**config.mk**
```make
export PLATFORM = sky130hd
export DESIGN_NAME = i2s_tx
export DESIGN_NICKNAME = d
export VERILOG_FILES = /design/src/rtl/i2s_tx.sv
export SDC_FILE = /design/constraint.sdc
export NUM_CORES = 1
export LEC_CHECK = 0
export CORE_ASPECT_RATIO = 1.5
export CORE_MARGIN = 2
export CORE_UTILIZATION = 30
export CTS_BUF_LIST = sky130_fd_sc_hd__clkbuf_4 sky130_fd_sc_hd__clkbuf_8
export DETAILED_ROUTE_END_ITERATION = 8
export PLACE_DENSITY = 0.5
export SLEW_MARGIN = 10
export SYNTH_ARGS = -nofsm -noshare
export SYNTH_HDL_FRONTEND = slang
export SYNTH_SLANG_ARGS = --single-unit
```
**constraint.sdc**
```tcl
create_clock -name clk -period 2.1 [get_ports clk]
set_input_delay 0.21 -clock clk [delete_from_list [all_inputs] [get_ports clk]]
set_output_delay 0.21 -clock clk [all_outputs]
set_load 0.01 [all_outputs]
```
**src/rtl/i2s_tx.sv**
```systemverilog
// i2s_tx: I2S bus-master transmitter; divides clk into BCLK/LRCLK and shifts stereo frames out MSB-first.
// `define I2S_TX_LJ_EN selects left-justified framing (no one-bit delay, LRCLK high = left).
module i2s_tx #(
  parameter int DATA_W   = 16,
  parameter int SLOT_W   = 32,
  parameter int BCLK_DIV = 4
) (
  input  logic                   clk,
  input  logic                   reset_n,
  input  logic [1:0][DATA_W-1:0] audio_in,
  input  logic                   sample_en,
  output logic                   i2s_bclk,
  output logic                   i2s_lrclk,
  output logic                   i2s_sdata,
  output logic                   sample_req,
  output logic                   underrun
);
  localparam int FRAME_W = 2 * SLOT_W;
  localparam int CNT_W   = $clog2(FRAME_W);
  localparam int DIV_W   = (BCLK_DIV > 1) ? $clog2(BCLK_DIV) : 1;
  localparam logic [CNT_W-1:0] LAST_BIT  = CNT_W'(FRAME_W - 1);
  localparam logic [CNT_W-1:0] RIGHT_BIT = CNT_W'(SLOT_W);
  localparam logic [DIV_W-1:0] DIV_LAST  = DIV_W'(BCLK_DIV - 1);
`ifdef I2S_TX_LJ_EN
  localparam logic LJ = 1'b1;
`else
  localparam logic LJ = 1'b0;
`endif

  logic [DIV_W-1:0]          div_cnt_q, div_cnt_d;
  logic [CNT_W-1:0]          bit_cnt_q, bit_cnt_d;
  logic                      bclk_q, bclk_d;
  logic                      lrclk_q, lrclk_d;
  logic                      sdata_q, sdata_d;
  logic                      sample_req_q, sample_req_d;
  logic                      underrun_q, underrun_d;
  logic                      fresh_q, fresh_d;
  logic [1:0][DATA_W-1:0]    hold_q, hold_d;
  logic [FRAME_W-1:0]        shift_q, shift_d;
  logic [FRAME_W-1:0]        load_word;
  logic                      div_wrap;
  logic                      fall;
  logic                      frame_load;

  always_comb begin
    div_wrap   = (div_cnt_q == DIV_LAST);
    div_cnt_d  = div_wrap ? '0 : div_cnt_q + DIV_W'(1);
    bclk_d     = bclk_q ^ div_wrap;
    fall       = div_wrap & bclk_q;
    frame_load = fall & (bit_cnt_q == LAST_BIT);

    load_word = '0;
    load_word[FRAME_W-1 -: DATA_W] = hold_q[0];
    load_word[SLOT_W-1 -: DATA_W]  = hold_q[1];

    hold_d       = sample_en ? audio_in : hold_q;
    // A sample arriving in the load cycle is kept for the next frame.
    fresh_d      = frame_load ? sample_en : (fresh_q | sample_en);
    sample_req_d = frame_load;
    underrun_d   = frame_load & ~fresh_q;

    bit_cnt_d = bit_cnt_q;
    lrclk_d   = lrclk_q;
    sdata_d   = sdata_q;
    shift_d   = shift_q;
    if (fall) begin
      bit_cnt_d = frame_load ? '0 : bit_cnt_q + CNT_W'(1);
      lrclk_d   = (bit_cnt_d >= RIGHT_BIT) ^ LJ;
      if (frame_load && LJ) begin
        sdata_d = load_word[FRAME_W-1];
        shift_d = load_word << 1;
      end else if (frame_load) begin
        // MSB still holds the previous frame's last bit: the I2S one-bit delay.
        sdata_d = shift_q[FRAME_W-1];
        shift_d = load_word;
      end else begin
        sdata_d = shift_q[FRAME_W-1];
        shift_d = shift_q << 1;
      end
    end
  end

  always_ff @(posedge clk) begin
    if (!reset_n) begin
      div_cnt_q    <= '0;
      bit_cnt_q    <= LAST_BIT;
      bclk_q       <= 1'b0;
      lrclk_q      <= 1'b0;
      sdata_q      <= 1'b0;
      sample_req_q <= 1'b0;
      underrun_q   <= 1'b0;
      fresh_q      <= 1'b0;
      hold_q       <= '0;
      shift_q      <= '0;
    end else begin
      div_cnt_q    <= div_cnt_d;
      bit_cnt_q    <= bit_cnt_d;
      bclk_q       <= bclk_d;
      lrclk_q      <= lrclk_d;
      sdata_q      <= sdata_d;
      sample_req_q <= sample_req_d;
      underrun_q   <= underrun_d;
      fresh_q      <= fresh_d;
      hold_q       <= hold_d;
      shift_q      <= shift_d;
    end
  end

  assign i2s_bclk   = bclk_q;
  assign i2s_lrclk  = lrclk_q;
  assign i2s_sdata  = sdata_q;
  assign sample_req = sample_req_q;
  assign underrun   = underrun_q;

endmodule

```
; ---- Word-level counts from Yosys, hierarchy flattened
; Index checks and enable logic that the tools add are counted.
[classes]
add_sub_neg = 2
magnitude_cmp = 1
eq_ne = 2
n_mux = 3
n_bitwise = 7
n_reduce_logical = 1
[ops]
columns = cell, count
row1 = two-way mux 64 bit, 1
row2 = adder 6 x 1 -> 6 bit (second input constant), 1
row3 = equality test 6 bit (second input constant), 1
row4 = greater-or-equal comparator 6 bit (second input constant), 1
row5 = two-way mux 6 bit, 1
row6 = AND 1 bit, 3
row7 = adder 2 x 1 -> 2 bit (second input constant), 1
row8 = equality test 2 bit (second input constant), 1
row9 = inverter 1 bit, 2
row10 = OR reduction 2 bit, 1
row11 = two-way mux 1 bit, 1
row12 = OR 1 bit, 1
row13 = XOR 1 bit, 1
[word_totals]
ff_bits = 110
in_bits = 35
output_inout_bits = 5
word_cells = 27

; ---- Depth between registers and ports, before layout
[depth]
word_depth = 5
ltp_mapped = 9
depth_no_buf = 6

; ---- Worst setup path after synthesis
; Ideal clock, no wire load.
[synth_timing]
path_type = register to register
start = register div_cnt_q[0]
end = register bit_cnt_q[0]
setup_time_ns = 0.116
arrival_time_ns = 1.537
required_ns = 1.984
setup_slack_ns = 0.448
path_stages_with_launch = 9
n_path_buf = 3
synth_period_minus_slack_ns = 1.652
cell_sequence = dfxtp_1 ha_1 ha_1 buf_2 nand4_2 or2_1 buf_2 buf_6 a31o_1
[synth_between]
elab_chain_cells = 4
[synth_lines]
columns = item, line_no
row1 = from (decl), 30  ; logic [DIV_W-1:0] div_cnt_q, div_cnt_d;
row2 = from (signal assigned), 96  ; div_cnt_q <= div_cnt_d;
row3 = equality test 2 bit *, 46  ; div_wrap = (div_cnt_q == DIV_LAST);
row4 = AND 1 bit *, 49  ; fall = div_wrap & bclk_q;
row5 = net fall, 42  ; logic fall;
row6 = AND 1 bit, 50  ; frame_load = fall & (bit_cnt_q == LAST_BIT);
row7 = two-way mux 6 bit, 67  ; bit_cnt_d = frame_load ? '0 : bit_cnt_q + CNT_W'(1);
row8 = to (signal assigned), 97  ; bit_cnt_q <= bit_cnt_d;
row9 = to (decl), 31  ; logic [CNT_W-1:0] bit_cnt_q, bit_cnt_d;
; Mark *: on every way through the listed nets, which the timed path passes. The rest lies on a longest branch.
; A chain may end at the register's enable or synchronous reset.

; ---- Worst setup path after layout
[layout_timing]
start = register div_cnt_q[0]
end = register shift_q[22]
[layout_between]
elab_chain_cells = 4
[layout_lines]
columns = item, line_no
row1 = equality test 2 bit *, 46
row2 = AND 1 bit *, 49
row3 = net fall, 42
row4 = AND 1 bit, 50
row5 = two-way mux 64 bit, 72  ; end else if (frame_load) begin
row6 = to (signal assigned), 105  ; shift_q <= shift_d;
row7 = to (decl), 39  ; logic [FRAME_W-1:0] shift_q, shift_d;
; Marks and branches as above.

==> results.cfg <==
[timing]
min_period_over_period_pct = 90.23
hold_viol = 0
fmax_mhz = 527.8
fin_tns_setup_ns = 0
maxSlewViolCount = 0
skew_ns = 0.01152
maxSlewHeadroom_pct = 60.12
tightest_slew_ns = 0.5982
finalCriticalPeriod_ns = 1.895
rsz0062_at_grt = no
finalSetupViolations = 0

[logic_synthesis]
synth_ff_type = dfxtp_1
synth.largest_area_cell = dfxtp_1
ys_types = 28
ys_warn_count = 0
async_reset_ff_share_pct = 0
synth_area_per_cell_um2 = 9.166
synth_area_mm2 = 0.003740
yosysMostFrequentCell = dfxtp_1
ys_seq_area_share_pct = 50.32
synth_edf_count = 0
synth_nets = 446
synth_common_cells = 94 x dfxtp_1, 66 x nand2_1, 37 x nor2b_1, 34 x mux2i_1, 34 x o21ai_0
synth_area_leaders = dfxtp_1 50%, mux2i_1 9.1%, nand2_1 6.6%, nor2b_1 6.2%, a31oi_1 5.2%
ys_seq_elements = 94
netlist_instances = 408
synth_top_area_share_pct = 50.32

[global_routing]
use_met3_pct = 1.657
gr-usage-met2_pct = 18.27
grt-ovfl-total = 0
antenna_found_initial = 0
grt_usage_pct = 11.29
grt_pass1_vias = 2636
met1_usage_pct = 13.91
grt_max_degree = 106
gr-max-usage-layer = met2
grt_pass1_wl_um = 12120

[routing]
routed_wl_um = 7066
ant_nets = 0
drt-wirelength-per-cell_um = 11.98
num_vias = 2781
via_per_inst = 4.714
first_pass_iters = 4
drcViolationCount = 0
drt_iter0_drc = 128

[clock_network]
cts_buffers = 9
cts_num_sinks = 94
cts_tree = yes
clk_transition_reported_paths_ns = 0.09
cts.path.max_buffers = 2
post_cts_resized = 0
cts_setup_buffers = 0
cts-root-buf = clkbuf_8
ctsHoldBuffers = 0
insertion_delay_ns = 0.37
htree_levels = 3

[setup_path]
cp-start-kind = flop
path_max_fanout = 37
cp.required_ns = 2.33
path_class = reg2reg
startpoint = div_cnt_q[0]$_SDFF_PP0_
critical_path_arrival_ns = 2.13
rr_startpoint = div_cnt_q[0]$_SDFF_PP0_
worst_setup_path_end_kind = flop

[floorplan]
die_w_um = 95.17
core-area_mm2 = 0.01232
fp.dieArea_mm2 = 0.01339
fp.dieH_um = 140.7
pin_count = 40
rows = 50
initial_utilization_pct = 30.35

[place]
placed_area_mm2 = 0.004263
gp_congestion = 0.6604
io_buffer_count = 39
hpwl_um = 4439
dp_cells = 574

[cells_and_area]
final_nets = 467
drive_above_1_share_pct = 6.452
nFillCells = 1266
area_delta_synth_final_pct = 18.67
fin_area_mm2 = 0.004438
n_antenna_cell = 0
fin_cells = 590

[pwr]
p_leak_nw = 1.560
peakVddDrop_mv = 0.2736
powerDensity_mw_per_mm2 = 712.1
power_mw = 3.160

[worst_hold_path]
hold_class = in2reg
hp-start = reset_n

[run]
maxCapViolCount = 0

[status]
status = completed
## cell families (layout without fill, tap and decap cells)
| family | Yosys count | after routing | share of synthesized area, % |
|---|---|---|---|
| and+or+nand+nor | 149 | 149 | 20.21 |
| DFF | 94 | 94 | 50.32 |
| AOI/OAI and AO/OA | 89 | 89 | 14.22 |
| buffers and inverters | 36 | 62 | 4.449 |
| muxes | 34 | 34 | 9.100 |
| adders and majority gates | 3 | 3 | 1.004 |
| xor gates and xnor gates | 3 | 3 | 0.7027 |
## flip-flops by register name (all words and copies together), names as in the netlist
signal and cells:
underrun 1, i2s_bclk 1, shift_q 48, div_cnt_q 2, bit_cnt_q 6, hold_q 32
fresh_q 1, i2s_lrclk 1, i2s_sdata 1, sample_req 1
## path summary, 6_finish.rpt
check,cells past startpoint,slack (ns),endpoint
max,7,0.21,shift_q[22]$_SDFFE_PN0P_
min,2,0.30,bit_cnt_q[1]$_SDFFE_PN1P_
max reg2reg,7,0.21,shift_q[22]$_SDFFE_PN0P_
min reg2reg,1,0.43,underrun$_SDFF_PN0_
## per-layer routing
layer | wire length (um) | vias to the layer above
li1 | - | 1430
met1 | 3263 | 1303
met2 | 3437 | 35
met3 | 173 | 13
met4 | 191 | 0
met5 | 0 | -
## stage by stage
stage | setup WS (ns) | hold WS [ns] | util [%]
4_1_cts | 0.1836 | 0.2956 | 36.01
2_1_floorplan | 0.4476 | 0.3794 | -
3_3_place_gp | 0.2709 | 0.4110 | 34.59
3_5_place_dp | 0.2038 | 0.4137 | 34.59
6_report | 0.2052 | 0.2969 | 36.01
5_1_grt | 0.04921 | 0.3344 | 36.01
## critical path: stages, from the launching register on
cell	delay, ns
dfxtp_1	0.36
ha_1	0.20
ha_2	0.23
nand4_2	0.13
or2_2	0.45
buf_12	0.23
nand2_1	0.08
a31oi_1	0.08
## where the power goes
group	switching [mW]	leakage, nW	total, mW	internal, mW
clock	0.629	0.0841	1.08	0.456
sequential	0.0266	0.765	1.86	1.83
combinational	0.0866	0.711	0.217	0.131
total	0.742	1.56	3.16	2.42
## layout make-up
type / count / area, um2 / area share [%]
multi-input combinational: 278 / 1694 / 38.17
tap: 156 / 195.2 / 4.398
inverter: 1 / 3.754 / 0.08458
sequential: 94 / 1882 / 42.40
clock buffer: 10 / 137.6 / 3.101
timing repair buffer: 45 / 488.0 / 11.00
clock inverter: 6 / 37.54 / 0.8458
## placed cells by master (no fill, tap or decap), types with 3 or more instances in the layout
master           count
a21boi_0            16
clkbuf_8            10
clkinv_2             3
clkdlybuf4s50_1     37
nand2_1             66
a31oi_1             31
mux2i_1             34
clkinvlp_4           3
a21oi_1              4
o21ai_0             34
buf_12               5
nor2b_1             37
dfxtp_1             94
nand2b_1            16
xor2_1               3
nand3_1             18
Note: power is estimated with default switching activity, not from simulation.
